File: src/rtl/num_scan_pkg.sv
`default_nettype none
// ============================================================================
//  Module      : num_scan_pkg
//  Description : Shared widths, FSM state type and helper for the number
//                scan controller.
//  Revision    : 1.0 - initial release
// ============================================================================
package num_scan_pkg;

    localparam int NUM_W = 5;   // width of the scanned value
    localparam int CNT_W = 6;   // width of the hit counter (holds up to 32)

    typedef enum logic [2:0] {
        ST_IDLE    = 3'd0,
        ST_LOAD    = 3'd1,
        ST_DWELL   = 3'd2,
        ST_SAMPLE  = 3'd3,
        ST_ADVANCE = 3'd4,
        ST_DONE    = 3'd5
    } state_t;

    // True for the states in which a scan is in progress and can be aborted.
    function automatic logic is_busy_state(input state_t s);
        return (s == ST_LOAD) || (s == ST_DWELL) ||
               (s == ST_SAMPLE) || (s == ST_ADVANCE);
    endfunction

endpackage
`default_nettype wire

File: src/rtl/num_scan_ctrl_dwell_timer.sv
`default_nettype none
// ============================================================================
//  Module      : dwell_timer
//  Description : Loadable down-counter that holds each scan value for a
//                programmable number of extra cycles. Saturates at zero.
//  Revision    : 1.0 - initial release
// ============================================================================
module dwell_timer #(
    parameter int WIDTH = 8
) (
    input  logic             clk,
    input  logic             rst,
    input  logic             load,
    input  logic [WIDTH-1:0] value,
    input  logic             en,
    output logic             zero
);

    logic [WIDTH-1:0] r_count;

    // Load has priority; decrement only while enabled and not yet at zero.
    always_ff @(posedge clk or posedge rst) begin
        if (rst) begin
            r_count <= '0;
        end else if (load) begin
            r_count <= value;
        end else if (en && (r_count != '0)) begin
            r_count <= r_count - WIDTH'(1);
        end
    end

    assign zero = (r_count == '0);

endmodule
`default_nettype wire

File: src/rtl/num_scan_ctrl.sv
`default_nettype none
// ============================================================================
//  Module      : num_scan_ctrl
//  Description : Steps a value from lo to hi through an external number
//                detector, sampling the returned LED pattern once per value
//                and counting non-zero responses. Auto mode dwells a fixed
//                number of cycles per value; manual mode waits for step.
//  Revision    : 1.0 - initial release
// ============================================================================
module num_scan_ctrl
    import num_scan_pkg::*;
#(
    parameter int DWELL_W = 8
) (
    input  logic               clk,
    input  logic               rst,
    input  logic               start,
    input  logic               abort,
    input  logic               mode,
    input  logic               step,
    input  logic [NUM_W-1:0]   lo,
    input  logic [NUM_W-1:0]   hi,
    input  logic [DWELL_W-1:0] dwell,
    input  logic [NUM_W-1:0]   led_in,
    output logic [NUM_W-1:0]   num,
    output logic [NUM_W-1:0]   led_latched,
    output logic [CNT_W-1:0]   hit_count,
    output logic               busy,
    output logic               done,
    output logic               err
);

    state_t             r_state;
    logic               r_mode;
    logic [NUM_W-1:0]   r_lo;
    logic [NUM_W-1:0]   r_hi;
    logic [DWELL_W-1:0] r_dwell;

    logic w_tmr_load;
    logic w_tmr_en;
    logic w_tmr_zero;

    // Timer is (re)armed whenever a new value is about to be presented and
    // only counts while dwelling in auto mode.
    always_comb begin
        w_tmr_load = (r_state == ST_LOAD) || (r_state == ST_ADVANCE);
        w_tmr_en   = (r_state == ST_DWELL) && r_mode && !w_tmr_zero;
    end

    dwell_timer #(
        .WIDTH (DWELL_W)
    ) u_dwell_timer (
        .clk   (clk),
        .rst   (rst),
        .load  (w_tmr_load),
        .value (r_dwell),
        .en    (w_tmr_en),
        .zero  (w_tmr_zero)
    );

    // Scan sequencer with registered outputs; abort overrides every busy state.
    always_ff @(posedge clk or posedge rst) begin
        if (rst) begin
            r_state     <= ST_IDLE;
            r_mode      <= 1'b0;
            r_lo        <= '0;
            r_hi        <= '0;
            r_dwell     <= '0;
            num         <= '0;
            led_latched <= '0;
            hit_count   <= '0;
            busy        <= 1'b0;
            done        <= 1'b0;
            err         <= 1'b0;
        end else begin
            done <= 1'b0;
            err  <= 1'b0;
            if (abort && is_busy_state(r_state)) begin
                r_state <= ST_IDLE;
                num     <= '0;
                busy    <= 1'b0;
            end else begin
                case (r_state)
                    ST_IDLE: begin
                        if (start) begin
                            if (lo <= hi) begin
                                r_state <= ST_LOAD;
                                busy    <= 1'b1;
                                r_mode  <= mode;
                                r_lo    <= lo;
                                r_hi    <= hi;
                                r_dwell <= dwell;
                            end else begin
                                err <= 1'b1;
                            end
                        end
                    end
                    ST_LOAD: begin
                        num       <= r_lo;
                        hit_count <= '0;
                        r_state   <= ST_DWELL;
                    end
                    ST_DWELL: begin
                        if (r_mode ? w_tmr_zero : step) begin
                            r_state <= ST_SAMPLE;
                        end
                    end
                    ST_SAMPLE: begin
                        led_latched <= led_in;
                        if (led_in != '0) begin
                            hit_count <= hit_count + CNT_W'(1);
                        end
                        r_state <= ST_ADVANCE;
                    end
                    ST_ADVANCE: begin
                        // Compare before incrementing so hi=31 never wraps num.
                        if (num == r_hi) begin
                            r_state <= ST_DONE;
                            busy    <= 1'b0;
                            done    <= 1'b1;
                        end else begin
                            num     <= num + NUM_W'(1);
                            r_state <= ST_DWELL;
                        end
                    end
                    ST_DONE: begin
                        r_state <= ST_IDLE;
                        num     <= '0;
                    end
                    default: begin
                        r_state <= ST_IDLE;
                        num     <= '0;
                        busy    <= 1'b0;
                    end
                endcase
            end
        end
    end

endmodule
`default_nettype wire

File: config.mk
export PLATFORM = sky130hd
export DESIGN_NAME = num_scan_ctrl
export DESIGN_NICKNAME = d
export VERILOG_FILES = /design/src/rtl/num_scan_pkg.sv /design/src/rtl/num_scan_ctrl_dwell_timer.sv /design/src/rtl/num_scan_ctrl.sv
export SDC_FILE = /design/constraint.sdc
export NUM_CORES = 1
export LEC_CHECK = 0
export CAP_MARGIN = 20
export CORE_ASPECT_RATIO = 1.75
export CORE_MARGIN = 1
export CORE_UTILIZATION = 39
export CTS_CLUSTER_DIAMETER = 120
export CTS_CLUSTER_SIZE = 40
export DETAILED_ROUTE_END_ITERATION = 10
export SYNTH_ARGS = -nofsm -noshare
export SYNTH_HDL_FRONTEND = slang
export SYNTH_SLANG_ARGS = --single-unit
File: constraint.sdc
create_clock -name clk -period 1.6 [get_ports clk]
set_input_delay 0.16 -clock clk [delete_from_list [all_inputs] [get_ports clk]]
set_output_delay 0.16 -clock clk [all_outputs]
set_load 0.05 [all_outputs]
==> flow_summary_export.csv, run 1 <==
group,metric,value,unit
critical_path,crit_fanout,4,
hold_path,hp-start,"hi[2]",
critical_path,worstReg2RegStart,"r_hi[0]$_DFFE_PP0P_",
die,io_pins,48,
critical_path,slowest_delay,0.41,ns
clock_network,cts.path.max_buffers,2,
sta,slew_headroom,71.7,%
power_and_ir_drop,p_int,4.04,mW
final_layout,layout.area.seq,0.00124,mm2
die,die-area,0.00705,mm2
critical_path,crit_path_cell_trace,"xnor2_2 -> nand3_2 -> or2_4 -> o21ai_4 -> mux2_4",
sta,fin_crit_sh,106,%
yosys,async_flop_share,100,%
drt,drc,0,
clock_network,clock_latency,0.29,ns
clock_network,cts.clk_slew.worst_paths,0.06,ns
sta,rsz0062_at_grt,"yes",
clock_network,htree_num_levels,2,
critical_path,required,1.77,ns
global_routing,grt_max_degree,50,
critical_path,crit_family,"flip-flops",
placed_design,portBuffers,47,
critical_path,worstReg2RegEnd,"num[0]$_DFFE_PP0P_",
power_and_ir_drop,comb_power_share,51.9,%
global_routing,gr-usage-all-layers,22.2,%
final_layout,multiInputGateArea,0.00161,mm2
yosys,synth_nets,296,
sta,setup_viol,26,
critical_path,rr_worst_depth,5,
die,die_h,110,um
sta,fin_skew,0.00845,ns
placed_design,postPlaceCellArea,0.00353,mm2
hold_path,hp-class,"primary input to register",
yosys,yosysWarnings,0,
yosys,syn_inst,258,
power_and_ir_drop,netSwitchingFraction,38.5,%
critical_path,criticalPathCategory,"register to register",
power_and_ir_drop,power_frac_seq,32.3,%
drt,wl_per_cell,16.1,um
final_layout,diodes,0,
drt,via_per_inst,5.21,
critical_path,cp_slowest_cell,"dfrtp_1",
clock_network,cts_hold_buffers,0,
power_and_ir_drop,peakVddDrop,788,uV
power_and_ir_drop,pwr-share-clk,15.8,%
clock_network,cts_tree,"yes",
hold_path,hold_depth,2,
sta,finalHoldViolCount,0,
yosys,synth.area.top_cells,"dfrtp_1, mux2_2, ha_1, nand2_1, o21ai_0",
final_layout,final_nets,407,
yosys,postSynthAreaPerCell,10.1,um2
drt,drtIter0Drc,113,
die,initial_utilization,40.3,%
global_routing,grt_pass1_vias,2451,
global_routing,antenna_found_initial,0,
drt,dr.pass1.iters,6,
drt,routed-via-count,2354,
placed_design,dp_hpwl,5080,um
die,dieWidth,63.9,um
critical_path,critPathLaunchType,"register",
sta,slew_viol_final,0,
power_and_ir_drop,switching_power,2.52,mW
flow_run,drv_cap,0,
yosys,seq_area_frac_synth,46.9,%
critical_path,crit_buf_inv,0,
outcome,status,"finished with violations",
critical_path,ff2ff_setup_slack,-0.09,ns
yosys,synth_edf_count,0,
sta,worstMarginPinSlew,0.419,ns
power_and_ir_drop,p_leak,1.83,nW
final_layout,fin_util,62.8,%
final_layout,area.growth.synth_to_final,56.1,%
critical_path,cp.arrival,1.86,ns
yosys,yosys_register_bits,49,
critical_path,endpoint_kind,"register",
drt,antenna_left,0,
final_layout,design_area,0.00408,mm2
drt,wirelength,7290,um
placed_design,gp_congestion,0.826,
sta,post-route-worst-setup-slack,-0.0890,ns
clock_network,cts_root_buf,"clkbuf_16",
yosys,yosys.area.top_type_share,46.9,%
sta,layout_min_cycle_time,1.69,ns
global_routing,grt.overflow.total,0,
power_and_ir_drop,power_density,1610,mW/mm2
yosys,ys_types,45,
final_layout,drive_gt1_share,49.7,%
die,core-area,0.00649,mm2
yosys,synthesis.area,0.00261,mm2
yosys,synth_top_cell_by_area,"dfrtp_1",
global_routing,grt_pass1_wl,11600,um
final_layout,fillCellCount,547,
sta,fmax,592,MHz
placed_design,post-place-ws,-0.645,ns
die,std_cell_rows,39,
clock_network,cts_made_buffers,5,
yosys,ys.flop_type,"dfrtp_1",
hold_path,min_delay_worst_endpoint,"r_hi[2]$_DFFE_PP0P_",
clock_network,cts_sinks,49,
outcome,violations,"negative setup slack",
yosys,yosysMostFrequentCell,"dfrtp_1",
yosys,netlist_top_cells_count,"dfrtp_1, mux2_2, nand2_1, nor2_1, o21ai_0",
## kinds of logic (layout without fill, tap and decap cells)
family / Yosys count / in the layout / synth area share [%]
mux: 28 / 28 / 12.0
fa+ha+maj: 9 / 9 / 4.31
compound gates: 55 / 55 / 14.4
simple gates: 88 / 88 / 16.9
xor+xnor: 5 / 5 / 1.68
buf+inv: 24 / 136 / 3.88
flops: 49 / 49 / 46.9
## power by group through the flow
| stage | Clock [mW] | Combinational [mW] | Sequential, mW |
|---|---|---|---|
| detailed placement | 0 | 2.71 | 2.08 |
| CTS | 1.06 | 3.12 | 2.10 |
| global route | 1.11 | 3.65 | 2.18 |
| global placement | 0 | 2.68 | 2.06 |
| floorplan | 0 | 1.20 | 2.44 |
| finish | 1.03 | 3.41 | 2.12 |
## worst max-delay path by stage
stage,endpoint,startpoint,cells after the start
after floorplan,num[0]$_DFFE_PP0P_,num[0]$_DFFE_PP0P_,5
after global placement,r_dwell[7]$_DFFE_PP0P_,hi[4],8
after detailed placement,r_dwell[0]$_DFFE_PP0P_,hi[4],8
after CTS,num[0]$_DFFE_PP0P_,num[0]$_DFFE_PP0P_,5
after global routing,hit_count[5]$_DFFE_PP0P_,r_state[1]$_DFFE_PP0P_,5
final,num[0]$_DFFE_PP0P_,r_hi[0]$_DFFE_PP0P_,5
## worst register-to-register path: cells and delay by family (launching register included)
family / cells / cell delay (ns)
multiplexers: 1 / 0.34
XOR/XNOR: 1 / 0.23
flip-flops: 1 / 0.41
AND/OR/NAND/NOR: 2 / 0.36
AO/OA/AOI/OAI: 1 / 0.23
## placed cells by master (no fill, tap or decap), types with 4 or more instances in the layout
master,instances
mux2_2,6
o21ai_0,5
buf_4,75
clkdlybuf4s50_1,18
o21ai_2,4
mux2_4,20
buf_6,7
clkbuf_16,5
inv_1,9
nand2_2,4
ha_1,4
o21ai_1,11
dfrtp_1,41
nand3_1,10
dfrtp_2,8
nor3_1,5
inv_2,7
nor2b_1,4
buf_2,5
a31oi_1,4
nor2_1,16
ha_4,5
a21oi_1,6
nand2_1,22
## state kept, by name (all words and copies together) (netlist names)
register,cells
busy,1
r_hi,5
r_state,3
r_dwell,8
r_lo,5
hit_count,6
err,1
led_latched,5
done,1
num,5
r_mode,1
u_dwell_timer.r_count,8
## per-layer routing
layer  global-route usage (%)  vias to the layer above  wire [um]
met4                     11.7                        0        174
met2                     42.6                       42       4230
met5                        0                        -          0
met3                     3.60                       13        171
met1                     22.5                     1156       2710
li1                         -                     1143          -
## cell type report
cell class / instances / area share (%)
flip-flops and latches: 49 / 30.3
well taps: 82 / 2.52
clock buffers: 6 / 3.16
inverters: 16 / 1.47
repair buffers: 112 / 22.9
clock inverters: 2 / 0.245
multi-input cells: 185 / 39.4
## repair_timing
action | in CTS | in global routing
gates cloned | 1 | 0
buffers inserted | 7 | 8
gates resized for setup | 93 | 32
pin swaps | 16 | 14
setup endpoints to repair | 40 | 39
## metrics by stage
step           power [mW]  TNS [ns]  cells  hold slack (ns)
2_1_floorplan        3.64    -0.231    258            0.277
3_3_place_gp         4.74    -14.45    430            0.473
6_report             6.56    -0.947    452            0.124
3_5_place_dp         4.79    -15.97    430            0.472
5_1_grt              6.94     -3.19    452            0.124
4_1_cts              6.28    -0.664    445            0.117
(Power assumes the default switching activity.)
==> run 2: changes to the inputs <==
DONT_BUFFER_PORTS = 1   (was default)
GPL_TIMING_DRIVEN = 0   (was default)
==> flow_summary_export.csv, run 2 (synthesis gave the netlist of run 1 again) <==
group,metric,value,unit
sta,fin_crit_sh,111,%
drt,antenna_left,0,
global_routing,gr-usage-all-layers,20.6,%
power_and_ir_drop,peakVddDrop,952,uV
placed_design,placed_cells,341,
clock_network,cts.path.max_buffers,2,
final_layout,final_common_cell,"dfrtp_1",
critical_path,required,1.77,ns
final_layout,area.growth.synth_to_final,37.5,%
critical_path,crit_fanout,6,
power_and_ir_drop,power,6.38,mW
die,die-area,0.00705,mm2
drt,drc,0,
critical_path,criticalPathCategory,"register to register",
drt,wl_per_cell,18.4,um
placed_design,dp_hpwl,4520,um
sta,layout_min_cycle_time,1.77,ns
final_layout,fillCellCount,531,
hold_path,hp-class,"primary input to register",
flow_run,drv_cap,0,
outcome,status,"finished with violations",
drt,dr.pass1.iters,4,
global_routing,grt_pass1_vias,2205,
global_routing,grt_pass1_wl,10900,um
sta,post-route-worst-setup-slack,-0.172,ns
sta,slew_viol_final,0,
final_layout,final_cell_mix,"dfrtp_1, buf_4, nand2_1, mux2_4, nor2_1",
die,std_cell_rows,39,
sta,fin_skew,0.00828,ns
clock_network,htree_num_levels,2,
sta,finalHoldViolCount,0,
clock_network,cts_sinks,49,
sta,whs,0.00997,ns
final_layout,final_nets,336,
clock_network,cts_tree,"yes",
die,dieWidth,63.9,um
sta,worstMarginPinSlew,0.674,ns
final_layout,fin_util,55.4,%
sta,setup-tns-final,-3.47,ns
final_layout,reg.largest.list,"r_dwell (8), u_dwell_timer.r_count (8), hit_count (6)",
drt,wirelength,6990,um
power_and_ir_drop,power_density,1770,mW/mm2
final_layout,diodes,0,
critical_path,critPathLaunchType,"register",
die,die_h,110,um
global_routing,antenna_found_initial,0,
die,initial_utilization,40.3,%
outcome,violations,"negative setup slack",
final_layout,drive_gt1_share,42.1,%
clock_network,clock_latency,0.29,ns
sta,setup_viol,34,
drt,routed-via-count,2151,
drt,via_per_inst,5.65,
final_layout,final_cells,381,
critical_path,endpoint_kind,"register",
drt,drtIter0Drc,93,
global_routing,grt.overflow.total,0,
die,core-area,0.00649,mm2
clock_network,cts.clk_slew.worst_paths,0.07,ns
die,io_pins,48,
global_routing,grt_max_degree,33,
sta,slew_headroom,55.1,%
sta,rsz0062_at_grt,"yes",
power_and_ir_drop,p_leak,1.53,nW
placed_design,gp_congestion,0.837,
critical_path,cp.arrival,1.94,ns
sta,fmax,564,MHz
clock_network,cts_made_buffers,5,
placed_design,portBuffers,0,
clock_network,cts_root_buf,"clkbuf_16",
[run 2: final timing paths]
| path | slack (ns) | end | depth (start not counted) | from |
|---|---|---|---|---|
| max in group asynchronous | 0.73 | num[0]$_DFFE_PP0P_ | 3 | rst |
| worst min register to register | 0.48 | u_dwell_timer.r_count[2]$_DFFE_PP0P_ | 2 | r_dwell[2]$_DFFE_PP0P_ |
| worst max register to register | -0.17 | num[1]$_DFFE_PP0P_ | 5 | num[0]$_DFFE_PP0P_ |
| worst min-delay path | 0.01 | r_dwell[6]$_DFFE_PP0P_ | 1 | dwell[6] |
| worst max-delay path | -0.17 | num[1]$_DFFE_PP0P_ | 5 | num[0]$_DFFE_PP0P_ |
| min in group asynchronous | 0.32 | hit_count[5]$_DFFE_PP0P_ | 2 | rst |
[run 2: through the flow]
stage / setup slack (ns) / instance area (um2)
after CTS: -0.213 / 3320
after global placement: -0.469 / 2760
after detailed placement: -0.369 / 2780
after floorplan: -0.115 / 2650
final: -0.172 / 3590
after global routing: -0.241 / 3590
[run 2: layout make-up]
class                           instances  area, um2  share of cell area (%)
Inverter                               16       60.1                    1.67
Sequential cell                        49       1240                    34.6
Tap cell                               82        103                    2.85
Timing Repair Buffer                   33        325                    9.05
Buffer                                  8       73.8                    2.05
Clock inverter                          1       30.0                   0.835
Clock buffer                            7        143                    3.97
Multi-Input combinational cell        185       1620                    45.0
[run 2: per-layer routing]
layer | routed length [um] | global-route usage (%)
met1 | 2580 | 22.9
met2 | 3900 | 37.1
met3 | 311 | 4.53
met4 | 197 | 9.42
met5 | 0 | 0
[run 2: worst max-delay path: stages, from the launching register on]
cell and delay, ns:
dfrtp_4 0.59, xnor2_4 0.19, nand3_2 0.09, or2_4 0.25
o21ai_4 0.20, mux2_4 0.32
[run 2: repair_timing]
action                                  4_1_cts  5_1_grt
endpoints found under the setup margin       43       44
hold endpoints to repair                     18        0
gates resized for setup                      65       39
pin swaps                                    11       14
buffers inserted                             11       18
cloned                                        2        0
hold buffers                                  2        0
[run 2: where the power goes]
| part | leakage (nW) | internal (mW) | switching (mW) |
|---|---|---|---|
| combinational | 0.842 | 1.41 | 1.07 |
| clock | 0.0841 | 0.781 | 0.454 |
| sequential | 0.601 | 1.73 | 0.934 |
==> run 3: changes to the inputs <==
SLEW_MARGIN = 20   (was default)
==> results of run 3 <==
Final layout, timing and power as in run 2 (identical DEF).
